[config.mk]
export PLATFORM = sky130hd
export DESIGN_NAME = ram_write_arbiter
export DESIGN_NICKNAME = d
export VERILOG_FILES = /design/src/rtl/ram_write_arbiter.sv
export SDC_FILE = /design/constraint.sdc
export NUM_CORES = 1
export LEC_CHECK = 0
export ABC_AREA = 1
export CAP_MARGIN = 30
export CORE_MARGIN = 2
export CORE_UTILIZATION = 35
export CTS_CLUSTER_DIAMETER = 200
export DETAILED_ROUTE_END_ITERATION = 12
export PLACE_DENSITY = 0.76
export SLEW_MARGIN = 40
export SYNTH_ARGS = -nofsm -noshare
export SYNTH_HDL_FRONTEND = slang
export SYNTH_SLANG_ARGS = --single-unit
[constraint.sdc]
create_clock -name Clock -period 1.15 [get_ports Clock]
set_input_delay 0.2875 -clock Clock [delete_from_list [all_inputs] [get_ports Clock]]
set_output_delay 0.2875 -clock Clock [all_outputs]
set_load 0.03 [all_outputs]
[src/rtl/ram_write_arbiter.sv]
// ram_write_arbiter: round-robin arbiter merging two write requesters onto one RAM write port.
// Optional memory-clear sequencer is enabled by defining RAM_WRITE_ARBITER_CLEAR_EN.
module ram_write_arbiter #(
   parameter int DATA_WIDTH = 16,
   parameter int ADDR_WIDTH = 8,
   parameter int MEM_SIZE   = 8
) (
   input  logic                  Clock,
   input  logic                  Reset,
   input  logic                  iReq0,
   input  logic                  iReq1,
   input  logic [ADDR_WIDTH-1:0] iAddr0,
   input  logic [ADDR_WIDTH-1:0] iAddr1,
   input  logic [DATA_WIDTH-1:0] iData0,
   input  logic [DATA_WIDTH-1:0] iData1,
   output logic                  oGrant0,
   output logic                  oGrant1,
   input  logic                  iClearStart,
   output logic                  oBusy,
   output logic                  oWriteEnable,
   output logic [ADDR_WIDTH-1:0] oWriteAddress,
   output logic [DATA_WIDTH-1:0] oWriteData
);
   logic                  grant0_q, grant0_d, grant1_q, grant1_d;
   logic                  we_q, we_d, last_q, last_d;
   logic [ADDR_WIDTH-1:0] addr_q, addr_d;
   logic [DATA_WIDTH-1:0] data_q, data_d;
   logic                  pick0, pick1;
`ifdef RAM_WRITE_ARBITER_CLEAR_EN
   typedef enum logic {ARB, CLEAR} state_t;
   state_t                state_q, state_d;
   logic [ADDR_WIDTH-1:0] cnt_q, cnt_d;
   logic                  busy_q, busy_d, done;
`else
   logic                  unused_clear;
   assign unused_clear = iClearStart;
`endif
   // last_q set means requester 1 was granted most recently, so requester 0 wins a tie
   always_comb begin
      pick1    = iReq1 & ~grant1_q & (~(iReq0 & ~grant0_q) | ~last_q);
      pick0    = iReq0 & ~grant0_q & ~pick1;
      grant0_d = pick0;
      grant1_d = pick1;
      we_d     = pick0 | pick1;
      addr_d   = pick1 ? iAddr1 : pick0 ? iAddr0 : addr_q;
      data_d   = pick1 ? iData1 : pick0 ? iData0 : data_q;
      last_d   = pick1 ? 1'b1 : pick0 ? 1'b0 : last_q;
`ifdef RAM_WRITE_ARBITER_CLEAR_EN
      state_d  = state_q;
      cnt_d    = cnt_q;
      busy_d   = 1'b0;
      done     = cnt_q == ADDR_WIDTH'(MEM_SIZE);
      if (state_q == CLEAR || iClearStart) begin
         grant0_d = 1'b0;
         grant1_d = 1'b0;
         last_d   = last_q;
         data_d   = '0;
      end
      if (state_q == CLEAR) begin
         we_d    = ~done;
         busy_d  = ~done;
         cnt_d   = done ? cnt_q : cnt_q + 1'b1;
         addr_d  = done ? addr_q : cnt_q + 1'b1;
         state_d = done ? ARB : CLEAR;
      end else if (iClearStart) begin
         we_d    = 1'b1;
         busy_d  = 1'b1;
         cnt_d   = '0;
         addr_d  = '0;
         state_d = CLEAR;
      end
`endif
   end
   always_ff @(posedge Clock) begin
      if (Reset) begin
         grant0_q <= 1'b0;
         grant1_q <= 1'b0;
         we_q     <= 1'b0;
         addr_q   <= '0;
         data_q   <= '0;
         last_q   <= 1'b1;
`ifdef RAM_WRITE_ARBITER_CLEAR_EN
         state_q  <= ARB;
         cnt_q    <= '0;
         busy_q   <= 1'b0;
`endif
      end else begin
         grant0_q <= grant0_d;
         grant1_q <= grant1_d;
         we_q     <= we_d;
         addr_q   <= addr_d;
         data_q   <= data_d;
         last_q   <= last_d;
`ifdef RAM_WRITE_ARBITER_CLEAR_EN
         state_q  <= state_d;
         cnt_q    <= cnt_d;
         busy_q   <= busy_d;
`endif
      end
   end
   assign oGrant0       = grant0_q;
   assign oGrant1       = grant1_q;
   assign oWriteEnable  = we_q;
   assign oWriteAddress = addr_q;
   assign oWriteData    = data_q;
`ifdef RAM_WRITE_ARBITER_CLEAR_EN
   assign oBusy = busy_q;
`else
   assign oBusy = 1'b0;
`endif
endmodule

# Word-level counts from Yosys, hierarchy flattened
# Cells that the tools add are included.
[word_totals]
output_inout_bits = 28
elab_cells = 23
register_bits = 28
in_bits = 53
[classes]
bitwise_logic = 11
n_mux = 4
n_reduce_logical = 2
[ops]
columns = ["cell", "n"]
rows = [
  ["$mux W16", 2],
  ["$mux W8", 2],
  ["$not A1 Y1", 5],
  ["$and A1 B1 Y1", 4],
  ["$or A1 B1 Y1", 2],
  ["$reduce_bool A2 Y1", 1],
  ["$reduce_or A2 Y1", 1],
]

# Depth between registers and ports, before layout
[depth]
depth_word = 9
ltp_mapped = 7
ltp_nobuf = 6

# Worst setup path after synthesis
# OpenSTA, ideal clock, no wires.
[synth_timing]
path_type = "register to register"
from = "register grant0_q (netlist: oGrant0)"
to = "register addr_q[0] (netlist: oWriteAddress[0])"
path_stages_with_launch = 7
path_slack_ps = -206
t_required_ps = 1037
path_buffers = 1
synth_period_minus_slack_ps = 1356
arrival_ps = 1242
setup_time_ps = 113
path_cell_list = "dfxtp_1 -> inv_1 -> nand3_2 -> clkbuf_1 -> nand3_1 -> nand3_1 -> nand2_1"
[synth_between]
elab_chain_cells = 8
word_cells_on_any_way = 9
classes_between = "mux: 1; bitwise: 7; reduce/logical: 1"
[synth_lines]
columns = ["item", "line", "rtl"]
rows = [
  ["start: declaration", "24", "logic grant0_q, grant0_d, grant1_q, grant1_d;"],
  ["start signal: assignment", "88", "grant0_q <= grant0_d;"],
  ["$not A1 Y1 *", "40, 41", ""],
  ["$and A1 B1 Y1 *", "40, 41", ""],
  ["$not A1 Y1", "40", "pick1 = iReq1 & ~grant1_q & (~(iReq0 & ~grant0_q) | ~last_q);"],
  ["$or A1 B1 Y1", "40", ""],
  ["$and A1 B1 Y1", "40", ""],
  ["$not A1 Y1", "41", "pick0 = iReq0 & ~grant0_q & ~pick1;"],
  ["$and A1 B1 Y1", "41", ""],
  ["$reduce_bool A2 Y1 (no line)", "--", ""],
  ["end signal: assignment", "91", "addr_q <= addr_d;"],
  ["end: declaration", "26", "logic [ADDR_WIDTH-1:0] addr_q, addr_d;"],
]
# Every way passes the cells marked *; elsewhere a longest branch is shown, timed or not.
# A chain may end at the register's enable or synchronous reset.

# Worst setup path in the final report
[layout_timing]
from = "register grant0_q (netlist: oGrant0)"
to = "register addr_q[6] (netlist: oWriteAddress[6])"
# The elaborated chain is that of the path after synthesis.

==> flow_metrics.py <==
metrics = {
    "layout": {
        "postLayoutCoreUtil": 0.637,
        "drive_gt1_frac": 0.219,
        "mostFrequentLayoutCells": "inv_1 (49), nand2_1 (48), clkdlybuf4s50_1 (48)",
        "synthToLayoutAreaGrowth_pct": 72.4,
        "multi_input_area_um2": 759,
        "nets": 369,
        "antenna_cells": 0,
        "fill_cells": 383,
        "regArea_um2": 566,
        "final_area_um2": 2600,
        "final_common_cell": "inv_1",
    },
    "place": {
        "port_buffers": 78,
        "gp_congestion": 0.738,
        "dp_hpwl_um": 3330,
        "dpl_cell_area_um2": 2330,
    },
    "critical_path": {
        "cpLargestDelayFamily": "buffers and inverters",
        "worstPathArrival_ns": 1.32,
        "path_cells": "inv_2 -> nand3_4 -> buf_12 -> buf_12 -> nand3_1 -> nand3_1 -> nand2_1",
        "critPathKind": "reg -> reg",
        "critical_path_peak_fanout": 8,
        "timing.critical_path.buf_inv": 3,
        "slowest_delay_ns": 0.34,
        "worstReg2RegStart": "oGrant0",
        "critPathLaunch": "oGrant0",
        "endpoint_kind": "register",
        "crit_slowest_cell": "dfxtp_2",
        "critPathLaunchType": "register",
        "cp.required_ns": 1.37,
    },
    "clock_network": {
        "clk_latency_ns": 0.27,
        "cts_buffers": 3,
        "cts_root_buf": "clkbuf_8",
        "cts_tree": "built",
        "cts_hold_buf": 0,
        "h-tree-depth": 1,
        "cts_max_path_buffers": 2,
        "numClockSinks": 28,
        "cts.clk_slew.worst_paths_ns": 0.10,
    },
    "timing": {
        "finalHoldViolations": 0,
        "setup_viol": 0,
        "min_period_ns": 1.10,
        "timing.fmax_mhz": 906,
        "clock_skew_ns": 0.00669,
        "min_period_over_period": 0.960,
        "report.final.slew_viol_count": 0,
        "grt_setup_unrepaired": "yes",
    },
    "logic_synthesis": {
        "synth_seq_cells": 28,
        "ys_seq_area_frac": 0.371,
        "synth_top_area_share": 0.371,
        "yosysWarningCount": 0,
        "synth_nets": 279,
        "syn_inst": 226,
        "yosys.area.top_type": "dfxtp_1",
        "syn_area_um2": 1510,
        "ys_types": 19,
        "syn-mean-instance-area_um2": 6.68,
        "ys_top_cells_by_area": "dfxtp_1 (37%), nand3_1 (16%), inv_1 (12%)",
    },
    "global_route": {
        "grt_max_degree": 16,
        "grtUsageMet2": 0.380,
        "antenna_found_initial": 0,
        "grt_util_met3": 0.0349,
        "grt_pass1_vias": 1733,
        "grt.busiest_layer": "met2",
        "grtUsageTotal": 0.214,
        "use_met1": 0.272,
        "grt_pass1_wl_um": 8490,
        "grt_remaining_overflow": 0,
    },
    "routing": {
        "first_pass_iters": 4,
        "drt_iter0_drc": 122,
        "wl_per_cell_um": 13.5,
        "drc": 0,
        "drtAntennaViolNets": 0,
        "via_count": 1790,
        "via_per_inst": 4.90,
        "totalWireLength_um": 4920,
    },
    "power_and_ir_drop": {
        "leakagePower_uw": 0.00138,
        "ir_drop_mv": 0.573,
        "p_per_area_nw_per_um2": 1080,
    },
    "hold_path": {
        "hold_start": "Reset",
        "min_path_type": "in -> reg",
    },
    "floorplan": {
        "die_y_um": 69.7,
        "core_area_um2": 4090,
        "dieArea_um2": 4860,
        "initial_utilization": 0.370,
        "fp.dieW_um": 69.7,
        "boundaryPins": 81,
        "rows": 23,
    },
    "flow_run": {
        "maxCapViolCount": 0,
    },
    "status": {
        "status": "finished clean",
    },
}
## worst paths after layout
path                                          to  slack (ns)  cells after the start
worst max register to register  oWriteAddress[6]        0.05                      7
worst min register to register    oWriteData[12]        0.49                      2
worst max-delay path            oWriteAddress[6]        0.05                      7
worst min-delay path                     oGrant0        0.41                      3
## layout make-up
type,count,area share
Clock buffer,4,0.0211
Inverter,52,0.0750
Multi-Input combinational cell,134,0.292
Sequential cell,28,0.217
Tap cell,50,0.0240
Timing Repair Buffer,97,0.371
## cell usage after synthesis, drive strengths merged
master	count
clkbuf	5
inv	52
nand2	52
conb	1
nor3b	1
dfxtp	28
nand4	24
nor2	2
buf	10
nand3	50
a21oi	1
## where the power goes
part | leakage (uW) | switching [uW] | internal [uW]
clock | 0.0000288 | 311 | 306
sequential | 0.000234 | 59.6 | 1070
combinational | 0.00112 | 573 | 507
## worst min-delay path: stages
cell            delay (ns)
dlymetal6s2s_1        0.18
buf_4                 0.15
nor3b_1               0.04
## through the flow
step,total power [uW],setup TNS [ns],setup slack (ns),hold slack (ns),instances
floorplan,1640,0,0.0178,0.352,226
detailed placement,2080,-11.51,-0.457,0.469,353
global route,2970,-0.0178,-0.0115,0.427,365
CTS,2770,0,0.00439,0.485,363
finish,2820,0,0.0460,0.413,365
global placement,2060,-10.48,-0.412,0.467,353
## flip-flops by register name, indices dropped and copies added, names as in the netlist
signal         flops
oWriteData        16
oWriteAddress      8
last_q             1
oGrant0            1
oGrant1            1
oWriteEnable       1
## repair_timing
| action | CTS | global route |
|---|---|---|
| gates resized for setup | 10 | 14 |
| setup buffers | 2 | 2 |
| pin swaps | 4 | 8 |
| hold endpoints to repair | 0 | 0 |
| gates cloned | 4 | 0 |
| setup endpoints to repair | 28 | 26 |
## kinds of logic (layout without fill, tap and decap cells)
logic type             Yosys count  count (layout)  share of synthesized area
AND/OR/NAND/NOR                129             132                      0.430
other                            1               1                    0.00248
AO/OA/AOI/OAI                    1               1                     0.0108
flip-flops                      28              28                      0.371
buffers and inverters           67             153                      0.186
## layer usage
| metal | vias to the layer above | part of all wire | routed length (um) |
|---|---|---|---|
| met1 | 821 | 0.43 | 2130 |
| met4 | 0 | 0.0043 | 21 |
| met3 | 2 | 0.062 | 307 |
| met2 | 68 | 0.50 | 2460 |
| met5 | - | 0 | 0 |
| li1 | 899 | - | - |
Power figures use the tool's default switching activity.
